File: src/rtl/csi_param_pkg.sv
// Shared CSI-2 constants, packetizer state type and word-count helper.
// Used by csi_packetizer and csi_crc16.
package csi_param_pkg;

    localparam int IMAGE_PIXEL_WIDTH   = 14;
    localparam int CSI_FIFO_DATA_WIDTH = 8;

    localparam logic [5:0] DT_FS    = 6'h00;
    localparam logic [5:0] DT_FE    = 6'h01;
    localparam logic [5:0] DT_RAW14 = 6'h2D;

    typedef enum logic [2:0] {
        ST_IDLE,
        ST_FS,
        ST_LH,
        ST_PL,
        ST_FT,
        ST_FE
    } csi_pkt_state_t;

    // RAW14 long-packet payload length in bytes for a line of the given width
    function automatic logic [15:0] wc_calc(input int pixels);
        return 16'((pixels * 14) / 8);
    endfunction

endpackage

File: src/rtl/csi_crc16.sv
// Byte-wide CSI-2 CRC-16 (poly 0x8408 reflected, init 0xFFFF, LSB first).
// Only instantiated when CSI_PKT_CRC_EN is defined.
module csi_crc16
    import csi_param_pkg::*;
(
    input  logic                           clk,
    input  logic                           rst_n,
    input  logic                           init,
    input  logic                           en,
    input  logic [CSI_FIFO_DATA_WIDTH-1:0] data,
    output logic [15:0]                    crc
);

    function automatic logic [15:0] crc_byte(input logic [15:0] c, input logic [7:0] d);
        logic [15:0] r;
        r = c;
        for (int i = 0; i < 8; i++) begin
            if (r[0] ^ d[i]) r = (r >> 1) ^ 16'h8408;
            else             r = r >> 1;
        end
        return r;
    endfunction

    always_ff @(posedge clk or negedge rst_n) begin
        if (!rst_n)     crc <= 16'hFFFF;
        else if (init)  crc <= 16'hFFFF;
        else if (en)    crc <= crc_byte(crc, data);
    end

endmodule

File: src/rtl/csi_packetizer.sv
// RAW14 pixel packer and CSI-2 frame/line packetizer feeding a byte FIFO.
// Define CSI_PKT_CRC_EN to emit a real CRC-16 footer instead of 16'h0000.
//
// state | meaning
// IDLE  | waiting for a pix_sof pixel; stray pixels dropped with prot_err
// FS    | frame start short packet (4 bytes)
// LH    | long packet header for one line (4 bytes)
// PL    | WC payload bytes drained from the shifter
// FT    | 16-bit footer, low byte first
// FE    | frame end short packet (4 bytes)
module csi_packetizer
    import csi_param_pkg::*;
#(
    parameter int         LINES           = 4,
    parameter int         LINE_PIXELS     = 16,
    parameter logic [1:0] VC              = 2'h0,
    parameter logic [7:0] ECC_VAL         = 8'hCC,
    parameter int         FRAME_CNT_WIDTH = 16
) (
    input  logic                           clk,
    input  logic                           rst_n,
    input  logic                           pix_valid,
    output logic                           pix_ready,
    input  logic [IMAGE_PIXEL_WIDTH-1:0]   pix_data,
    input  logic                           pix_sof,
    input  logic                           fifo_full,
    output logic                           fifo_wr_en,
    output logic [CSI_FIFO_DATA_WIDTH-1:0] fifo_wdata,
    output logic                           frame_busy,
    output logic [FRAME_CNT_WIDTH-1:0]     frame_num,
    output logic                           prot_err
);

    localparam logic [15:0] WC    = wc_calc(LINE_PIXELS);
    localparam int          LPC_W = $clog2(LINE_PIXELS + 1);
    localparam int          LC_W  = $clog2(LINES + 1);

    if (LINE_PIXELS % 4 != 0) begin : g_lp_chk
        $error("csi_packetizer: LINE_PIXELS must be a multiple of 4");
    end
    if (FRAME_CNT_WIDTH > 16 || FRAME_CNT_WIDTH < 1) begin : g_fc_chk
        $error("csi_packetizer: FRAME_CNT_WIDTH must be 1..16");
    end

    csi_pkt_state_t state, state_nxt;

    logic                         ready_en;
    logic [IMAGE_PIXEL_WIDTH-1:0] gath [4];
    logic [2:0]                   gcnt;
    logic [55:0]                  shf;
    logic [2:0]                   scnt;
    logic [LPC_W-1:0]             lpc;
    logic [LC_W-1:0]              lcnt;
    logic [15:0]                  pcnt;
    logic [1:0]                   bidx;
    logic [15:0]                  fn16;
    logic [15:0]                  footer;
    logic [7:0]                   byte_mux;
    logic                         byte_pending;
    logic                         wr, pay_wr, pay_end, more_lines;
    logic                         accept, store, sof_start, sh_load, hdr_last;

    function automatic logic [55:0] pack4(input logic [13:0] p1, input logic [13:0] p2,
                                          input logic [13:0] p3, input logic [13:0] p4);
        return {p4[5:0], p3[5:4], p3[3:0], p2[5:2], p2[1:0], p1[5:0],
                p4[13:6], p3[13:6], p2[13:6], p1[13:6]};
    endfunction

    assign fn16       = 16'(frame_num);
    assign pix_ready  = ready_en && (gcnt < 3'd4) && (lpc < LPC_W'(LINE_PIXELS));
    assign accept     = pix_valid && pix_ready;
    assign sof_start  = accept && pix_sof && (state == ST_IDLE);
    // pixels in IDLE without pix_sof are dropped rather than gathered
    assign store      = accept && ((state != ST_IDLE) || pix_sof);
    assign wr         = byte_pending && !fifo_full;
    assign pay_wr     = wr && (state == ST_PL);
    assign pay_end    = pay_wr && (pcnt == WC - 16'd1);
    assign hdr_last   = wr && (bidx == 2'd3);
    assign more_lines = lcnt < LC_W'(LINES);
    // refill on the same edge the last shifter byte leaves to avoid a bubble
    assign sh_load    = (gcnt == 3'd4) && ((scnt == 3'd0) || ((scnt == 3'd1) && pay_wr));

    assign fifo_wr_en = wr;
    assign fifo_wdata = byte_mux;
    assign frame_busy = (state != ST_IDLE);

`ifdef CSI_PKT_CRC_EN
    logic crc_init;
    assign crc_init = (state == ST_LH);
    csi_crc16 u_crc (
        .clk   (clk),
        .rst_n (rst_n),
        .init  (crc_init),
        .en    (pay_wr),
        .data  (shf[7:0]),
        .crc   (footer)
    );
`else
    assign footer = 16'h0000;
`endif

    always_ff @(posedge clk or negedge rst_n) begin
        if (!rst_n) state <= ST_IDLE;
        else        state <= state_nxt;
    end

    always_comb begin
        state_nxt = state;
        case (state)
            ST_IDLE: if (sof_start)         state_nxt = ST_FS;
            ST_FS:   if (hdr_last)          state_nxt = ST_LH;
            ST_LH:   if (hdr_last)          state_nxt = ST_PL;
            ST_PL:   if (pay_end)           state_nxt = ST_FT;
            ST_FT:   if (wr && bidx[0])     state_nxt = more_lines ? ST_LH : ST_FE;
            ST_FE:   if (hdr_last)          state_nxt = ST_IDLE;
            default:                        state_nxt = ST_IDLE;
        endcase
    end

    always_comb begin
        byte_pending = 1'b0;
        byte_mux     = 8'h00;
        case (state)
            ST_FS, ST_FE: begin
                byte_pending = 1'b1;
                case (bidx)
                    2'd0:    byte_mux = {VC, (state == ST_FS) ? DT_FS : DT_FE};
                    2'd1:    byte_mux = fn16[7:0];
                    2'd2:    byte_mux = fn16[15:8];
                    default: byte_mux = ECC_VAL;
                endcase
            end
            ST_LH: begin
                byte_pending = 1'b1;
                case (bidx)
                    2'd0:    byte_mux = {VC, DT_RAW14};
                    2'd1:    byte_mux = WC[7:0];
                    2'd2:    byte_mux = WC[15:8];
                    default: byte_mux = ECC_VAL;
                endcase
            end
            ST_PL: begin
                byte_pending = (scnt != 3'd0);
                byte_mux     = shf[7:0];
            end
            ST_FT: begin
                byte_pending = 1'b1;
                byte_mux     = bidx[0] ? footer[15:8] : footer[7:0];
            end
            default: ;
        endcase
    end

    always_ff @(posedge clk or negedge rst_n) begin
        if (!rst_n) begin
            ready_en  <= 1'b0;
            gcnt      <= 3'd0;
            shf       <= 56'd0;
            scnt      <= 3'd0;
            lpc       <= '0;
            lcnt      <= '0;
            pcnt      <= 16'd0;
            bidx      <= 2'd0;
            frame_num <= '0;
            prot_err  <= 1'b0;
            for (int i = 0; i < 4; i++) gath[i] <= '0;
        end else begin
            ready_en <= 1'b1;
            prot_err <= accept && (pix_sof == (state != ST_IDLE));

            if (sh_load) begin
                gcnt <= 3'd0;
                shf  <= pack4(gath[0], gath[1], gath[2], gath[3]);
                scnt <= 3'd7;
            end else begin
                if (store) begin
                    gath[gcnt[1:0]] <= pix_data;
                    gcnt            <= gcnt + 3'd1;
                end
                if (pay_wr) begin
                    shf  <= shf >> 8;
                    scnt <= scnt - 3'd1;
                end
            end

            if ((state == ST_FE) && hdr_last)  lpc <= '0;
            else if (pay_end && more_lines)    lpc <= '0;
            else if (store)                    lpc <= lpc + 1'b1;

            if (state == ST_FS)                     lcnt <= '0;
            else if ((state == ST_LH) && hdr_last)  lcnt <= lcnt + 1'b1;

            if (state == ST_LH)  pcnt <= 16'd0;
            else if (pay_wr)     pcnt <= pcnt + 16'd1;

            if (state_nxt != state)            bidx <= 2'd0;
            else if (wr && state != ST_PL)     bidx <= bidx + 2'd1;

            if (sof_start) begin
                if (frame_num == {FRAME_CNT_WIDTH{1'b1}}) frame_num <= FRAME_CNT_WIDTH'(1);
                else                                     frame_num <= frame_num + 1'b1;
            end
        end
    end

endmodule
File: config.mk
export PLATFORM = sky130hd
export DESIGN_NAME = csi_packetizer
export DESIGN_NICKNAME = d
export VERILOG_FILES = /design/src/rtl/csi_param_pkg.sv /design/src/rtl/csi_crc16.sv /design/src/rtl/csi_packetizer.sv
export SDC_FILE = /design/constraint.sdc
export NUM_CORES = 1
export LEC_CHECK = 0
export ABC_AREA = 1
export CAP_MARGIN = 10
export CORE_UTILIZATION = 45
export CTS_CLUSTER_SIZE = 28
export DETAILED_ROUTE_END_ITERATION = 16
export PLACE_DENSITY = 0.61
export SKIP_CTS_REPAIR_TIMING = 1
export SLEW_MARGIN = 25
export SYNTH_ARGS = -nofsm -noshare
export SYNTH_HDL_FRONTEND = slang
export SYNTH_SLANG_ARGS = --single-unit
File: constraint.sdc
create_clock -name clk -period 5.57 [get_ports clk]
set_input_delay 1.114 -clock clk [delete_from_list [all_inputs] [get_ports clk]]
set_output_delay 1.114 -clock clk [all_outputs]
set_load 0.01 [all_outputs]
==> Word-level counts from Yosys, hierarchy flattened <==
Index checks and enable logic that the tools add are counted.
{ "word_totals": {"mem_count": 0, "regBits": 165, "mem_bits_ro": 0, "mem_bits_rw": 0, "wordCells": 112, "out_inout_bits": 28, "input_bits": 19, "latchBits": 0} }
{ "op_classes": {"n_eq_ne": 15, "n_lt_le_gt_ge": 5, "div": 0, "n_mul": 0, "add_sub_neg": 7, "mux": 32, "bitwise_logic": 2, "shift": 0, "reduce_logical": 36} }
{ "ops": {"columns": ["op", "count"], "rows": [
  ["56-bit 2-to-1 mux", 2],
  ["8-bit one-hot mux with 3 select lines", 3],
  ["56-bit bitwise mux", 1],
  ["16-bit 2-to-1 mux", 3],
  ["3-bit 2-to-1 mux", 13],
  ["16-bit by 1-bit adder with 16-bit output, second input constant", 2],
  ["14-bit demux with 2-bit select", 1],
  ["1-bit logical AND", 19],
  ["3-bit one-hot mux with 6 select lines", 1],
  ["16-bit equality test, second input constant", 1],
  ["16-bit by 5-bit equality test with 1-bit output, second input constant", 1],
  ["5-bit 2-to-1 mux", 3],
  ["14-bit 2-to-1 mux", 1],
  ["2-bit nonzero test", 5],
  ["3-bit equality test, second input constant", 3],
  ["3-bit nonzero test", 3],
  ["3-bit by 1-bit adder with 3-bit output, second input constant", 2],
  ["3-bit by 1-bit equality test with 1-bit output, second input constant", 2],
  ["3-bit by 2-bit equality test with 1-bit output, second input constant", 2],
  ["3-bit logical NOT", 2],
  ["3-bit < comparator, second input constant", 2],
  ["5-bit by 1-bit adder with 5-bit output, second input constant", 1],
  ["5-bit < comparator, second input constant", 1],
  ["2-bit equality test, second input constant", 2],
  ["19 further kinds", 21]
]} }

==> Logic depth before layout (Yosys ltp) <==
Gate-level depths: netlist of the first run.
{ "depth": {"word_depth": 10, "ltp_mapped": 13} }

==> Least setup slack after synthesis of the first run <==
No wires, ideal clock.
{ "synth_timing": {"path_kind": "register to output", "start": "register bidx[0]", "end": "output port fifo_wdata[0]", "stages_incl_launch_ff": 7, "arrival_time_ps": 1595, "path_slack_ps": 2861, "path_buffers": 0, "path_cell_list": "dfrtp_1 > inv_1 > ha_1 > inv_1 > o22ai_1 > a21oi_1 > o311ai_0"} }
{ "synth_via": {"elab_chain_cells": 3} }
{ "synth_lines": {"columns": ["item", "line", "rtl"], "rows": [
  ["start, declared", "csi_packetizer.sv:55", "logic [1:0] bidx;"],
  ["start signal, assigned", "csi_packetizer.sv:197", "else if (wr && state != ST_PL) bidx <= bidx + 2'd1;"],
  ["2-bit equality test, or another cell as far along", "csi_packetizer.sv:126, csi_packetizer.sv:135", null],
  ["8-bit one-hot mux with 3 select lines (on tied branches)", "csi_packetizer.sv:135, csi_packetizer.sv:126", null],
  ["8-bit one-hot mux with 3 select lines *", "csi_packetizer.sv:123", "case (state)"],
  ["end, declared", "csi_packetizer.sv:28", "output logic [CSI_FIFO_DATA_WIDTH-1:0] fifo_wdata,"]
]} }
Mark *: on every way between the ends. The rest lies on a longest branch, timed or not.

==> Worst setup path after layout of the first run <==
Ends and elaborated chain as after synthesis.

==> flow_summary_export.csv, run 1 <==
group,metric,value,unit
sta,maxSlewHeadroom,0.367,
sta,rsz0062_at_grt,"no",
run_status,outcome,"completed",
cts,cts-buffers-inserted,17,
worst_setup_path,cp_slowest_cell,"clkdlybuf4s50_1",
layout,multiInputGateArea,3330,µm²
pwr,peakVddDrop,0.235,mV
die,initial_utilization,0.467,
die,core,17500,µm²
drt,wl_met2,8.34,mm
pwr,power_per_cell_area,311,nW/µm²
cts,cts_root_buf,"clkbuf_16",
sta,tightest_slew,0.947,ns
sta,fin_hold_ws,0.473,ns
sta,setup_viol,0,
drt,wl_per_cell,14.3,µm
die,die_h,137,µm
pwr,power.switching,793,µW
synth,synth_top_area_frac,0.506,
worst_setup_path,cp-start-kind,"register",
pwr,p_sw_frac,0.275,
layout,final_area,9280,µm²
layout,area_delta_synth_final,13.8,%
cts,clkSlewWorstSetupHoldPaths,0.06,ns
worst_setup_path,end_kind,"primary output",
die,io_pins,47,
cts,clock_latency,0.43,ns
worst_setup_path,crit_arrival,2.90,ns
worst_setup_path,path_max_fanout,6,
worst_setup_path,path_cells,"inv_1, ha_1, inv_1, o22ai_1, a21oi_1, o311ai_0, clkdlybuf4s50_1",
layout,seq_area,4130,µm²
cts,htree_num_levels,4,
worst_setup_path,cpMostUsedCell,"inv_1",
sta,period_share,0.720,
layout,layout_common_cells,"nand2_1, dfrtp_1, inv_1, nand3_1, o21ai_0",
layout,diodes,0,
layout,drive_above_1_share,0.0572,
pwr,power,2.88,mW
synth,synth.distinct_cells,43,
global_route,antenna_found_initial,0,
pwr,pwr-share-clk,0.410,
die,die_w,137,µm
layout,final_common_cell,"nand2_1",
synth,synth.area.top_cells,"dfrtp_1, nand2_1, inv_1, nand3_1, o21ai_0",
place,placed_cells,1226,
synth,yosysTopAreaCell,"dfrtp_1",
pwr,p_seq_frac,0.441,
worst_setup_path,crit_required,4.46,ns
layout,post-route-util,0.531,
synth,yosysWarnings,0,
place,numPortBuffers,46,
sta,layout_setup_ws,1.56,ns
sta,slew_violations,0,
place,pre_cts_ws,1.77,ns
synth,synth_nets,1030,
cts,cts_tree,"done",
synth,synthCells,992,
global_route,grt_max_degree,90,
global_route,grt_usage,0.209,
sta,fmax,0.249,GHz
pwr,combPwrFrac,0.149,
drt,drtIter0Drc,494,
drt,top_layer,"met4",
drt,dr_wl_met3,524,µm
cts,clkSinkCount,165,
die,rows,48,
job,drv_cap,0,
sta,layout_min_cycle_time,4.01,ns
layout,fillCellCount,1665,
global_route,grt_pass1_vias,5991,
drt,postRouteAntennaNets,0,
drt,via_per_inst,5.05,
global_route,grt_pass1_wl,30.0,mm
die,dieArea,18700,µm²
sta,hold_violations,0,
sta,finalSetupTns,0,ns
drt,drtPass1Iterations,5,
pwr,p_leak,4.79,nW
pwr,internal_power,2.09,mW
drt,drc,0,
global_route,grt.overflow.total,0,
sta,skew,0.0134,ns
drt,wirelength,18.0,mm
worst_setup_path,worst_path_largest_cell_delay,0.64,ns
place,hpwl,11.9,mm
place,dpl-instance-area,8690,µm²
synth,synth_area,8160,µm²
synth,seq_area_frac_synth,0.506,
cts,clockBufferDepth,2,
synth,yosys_register_bits,165,
worst_setup_path,path_class,"reg -> out",
layout,nNetsFinal,1058,
synth,avgSynthCellArea,8.22,µm²
layout,final_cells,1257,
drt,vias,6347,
drt,wl_met1,9.03,mm
hold_path,holdCritPathClass,"reg -> reg",
place,place.gp.congestion,0.844,
==> per-layer routing <==
metal / global-route usage / up-vias
met5: 0 / -
met4: 0.0586 / 0
met3: 0.0470 / 11
met2: 0.329 / 95
met1: 0.289 / 2987
li1: - / 3254
==> cell families (layout without fill, tap and decap cells) <==
logic type	after synthesis	after routing	synth area share
xor+xnor	16	16	0.0172
compound gates	163	163	0.108
other cells	1	1	0.000460
buf+inv	161	201	0.0865
simple gates	466	466	0.251
mux	1	1	0.00123
fa+ha+maj	19	19	0.0292
flops	165	165	0.506
==> final cells by class <==
type | count | area share
flip-flops and latches | 165 | 0.445
multi-input cells | 666 | 0.358
repair buffers | 50 | 0.0543
clock buffers | 22 | 0.0511
inverters | 120 | 0.0485
well taps | 225 | 0.0303
clock inverters | 9 | 0.0125
==> synth_stat cells <==
cell type,count
o211ai_2,1
a21boi_0,1
nand3_1,86
and3_1,2
o21ai_1,43
nand2_2,4
or2_2,1
nand3_2,2
nor3_4,2
xnor2_1,1
nor3_1,15
nor3_2,3
mux2i_1,1
nand2_1,281
o31ai_1,4
o22ai_1,2
clkbuf_1,18
a22o_1,1
dfrtp_1,165
o21ai_0,80
inv_2,4
inv_1,115
nand2_4,1
conb_1,1
nor2_8,1
a31oi_1,2
nor2_2,4
a21oi_1,20
buf_2,9
nand4_1,12
nand3b_1,1
buf_6,10
o211ai_1,5
a221oi_1,2
xor2_1,15
ha_1,19
nor2_1,44
o311ai_0,1
nand4_4,1
clkinv_1,1
buf_4,4
nor4_1,6
a21oi_4,1
==> flip-flops by register name (all words and copies together) (netlist names) <==
name	cells
pcnt	16
ready_en	1
gcnt	3
scnt	3
frame_num	16
prot_err	1
lcnt	3
lpc	5
gath	56
bidx	2
state	3
shf	56
==> final timing paths <==
check                               from  slack (ns)  cells after the start       endpoint
min in group asynchronous          rst_n        0.70                      1        pcnt[8]
worst max register to register  state[1]        2.62                      8        shf[10]
worst max-delay path             bidx[0]        1.56                      7  fifo_wdata[0]
worst min register to register   gath[0]        0.47                      2        shf[50]
worst min-delay path             gath[0]        0.47                      2        shf[50]
max in group asynchronous          rst_n        3.93                      2  frame_num[12]
==> power by group through the flow <==
stage,Combinational (mW),Clock (mW),Sequential [mW]
3_5_place_dp,0.431,0,1.29
2_1_floorplan,0.299,0,1.27
6_report,0.429,1.18,1.27
4_1_cts,0.433,1.21,1.27
5_1_grt,0.485,1.26,1.28
3_3_place_gp,0.427,0,1.29
==> worst max-delay path, delay by kind of cell, from the launching register on <==
family | cells | cell delay, ns
buffers and inverters | 3 | 0.96
AO/OA/AOI/OAI | 3 | 0.76
flip-flops | 1 | 0.46
adder cells (fa/ha/maj) | 1 | 0.29
Power figures use the tool's default switching activity.
==> run 2, diff against run 1 <==
clock period = 4.2 ns   (was 5.57 ns; I/O delays follow)
==> flow_summary_export.csv, run 2 (same netlist as run 1, synthesis figures left out) <==
group,metric,value,unit
sta,slew_violations,0,
sta,layout_setup_ws,0.636,ns
drt,drtPass1Iterations,5,
place,numPortBuffers,46,
pwr,combPwrFrac,0.149,
global_route,grt_usage,0.218,
global_route,antenna_found_initial,0,
pwr,peakVddDrop,0.278,mV
worst_setup_path,cp-start-kind,"register",
pwr,power,3.88,mW
layout,diodes,0,
cts,clkSinkCount,165,
drt,dr_wl_met3,602,µm
pwr,p_leak,4.83,nW
global_route,grt.overflow.total,0,
layout,post-route-util,0.535,
place,placed_cells,1232,
layout,final_cells,1264,
sta,fmax,0.281,GHz
layout,final_common_cell,"nand2_1",
sta,hold_violations,0,
hold_path,holdCritPathClass,"in -> async",
pwr,power.switching,1.11,mW
drt,wl_met2,8.96,mm
pwr,internal_power,2.77,mW
sta,skew,0.00803,ns
drt,vias,6439,
global_route,grt_pass1_wl,31.4,mm
cts,clkSlewWorstSetupHoldPaths,0.07,ns
layout,drive_above_1_share,0.0654,
drt,drc,0,
cts,clockBufferDepth,2,
sta,finalSetupTns,0,ns
drt,via_per_inst,5.09,
pwr,p_seq_frac,0.434,
sta,rsz0062_at_grt,"no",
die,dieArea,18700,µm²
die,die_w,137,µm
sta,setup_viol,0,
run_status,outcome,"completed",
worst_setup_path,crit_required,3.36,ns
sta,layout_min_cycle_time,3.56,ns
worst_setup_path,end_kind,"primary output",
pwr,p_sw_frac,0.285,
cts,cts_root_buf,"clkbuf_16",
sta,period_share,0.849,
layout,nNetsFinal,1064,
drt,top_layer,"met4",
cts,cts_tree,"done",
place,place.gp.congestion,0.906,
die,rows,48,
drt,wirelength,18.5,mm
layout,final_area,9350,µm²
cts,htree_num_levels,4,
place,pre_cts_ws,1.10,ns
cts,cts-buffers-inserted,17,
cts,clock_latency,0.43,ns
place,hpwl,12.2,mm
drt,wl_met1,8.75,mm
layout,area_delta_synth_final,14.7,%
global_route,grt_max_degree,69,
drt,postRouteAntennaNets,0,
sta,fin_hold_ws,0.384,ns
sta,tightest_slew,0.840,ns
global_route,grt_pass1_vias,6204,
worst_setup_path,crit_arrival,2.72,ns
place,dpl-instance-area,8740,µm²
job,drv_cap,0,
drt,drtIter0Drc,524,
sta,maxSlewHeadroom,0.435,
worst_setup_path,path_class,"reg -> out",
pwr,pwr-share-clk,0.417,
die,initial_utilization,0.467,
drt,wl_per_cell,14.7,µm
layout,layout_common_cells,"nand2_1, dfrtp_1, inv_1, nand3_1, o21ai_0",
die,die_h,137,µm
pwr,power_per_cell_area,415,nW/µm²
die,io_pins,47,
layout,fillCellCount,1663,
worst_setup_path,path_max_fanout,14,
layout,top_regs,"gath (56), shf (56)",
die,core,17500,µm²
-- run 2: cell type report --
type	instances	area, µm²	area share
Sequential cell	165	4130	0.441
Multi-Input combinational cell	666	3330	0.356
Timing Repair Buffer	56	549	0.0587
Clock buffer	19	453	0.0484
Inverter	120	450	0.0482
Tap cell	225	282	0.0301
Clock inverter	13	161	0.0173
-- run 2: worst max-delay path, stage by stage, from the launching register on --
cell	delay, ns
dfrtp_1	0.57
nand2_1	0.16
nor2_2	0.33
inv_2	0.23
or2_2	0.34
o211ai_1	0.10
clkdlybuf4s50_1	0.56
-- run 2: path summary, 6_finish.rpt --
path	from	end	slack, ns	depth (start not counted)
worst min register to register	gath[3]	shf[53]	0.48	2
worst max-delay path	state[1]	fifo_wdata[2]	0.64	6
worst min-delay path	rst_n	pcnt[1]	0.38	1
min in group clk	gath[3]	shf[53]	0.48	2
worst max register to register	state[0]	pcnt[4]	1.63	8
max in group asynchronous	rst_n	gath[53]	2.88	2
-- run 2: routing by layer --
metal	vias up	global-route usage
met2	114	0.364
met3	19	0.0419
met4	0	0.0599
met5	-	0
met1	3032	0.288
li1	3274	-
-- run 2: power by group through the flow --
stage	Clock, mW	Combinational [mW]	Sequential (mW)
2_1_floorplan	0	0.396	1.68
3_3_place_gp	0	0.564	1.71
3_5_place_dp	0	0.576	1.71
4_1_cts	1.65	0.581	1.68
5_1_grt	1.72	0.651	1.69
6_report	1.62	0.577	1.68
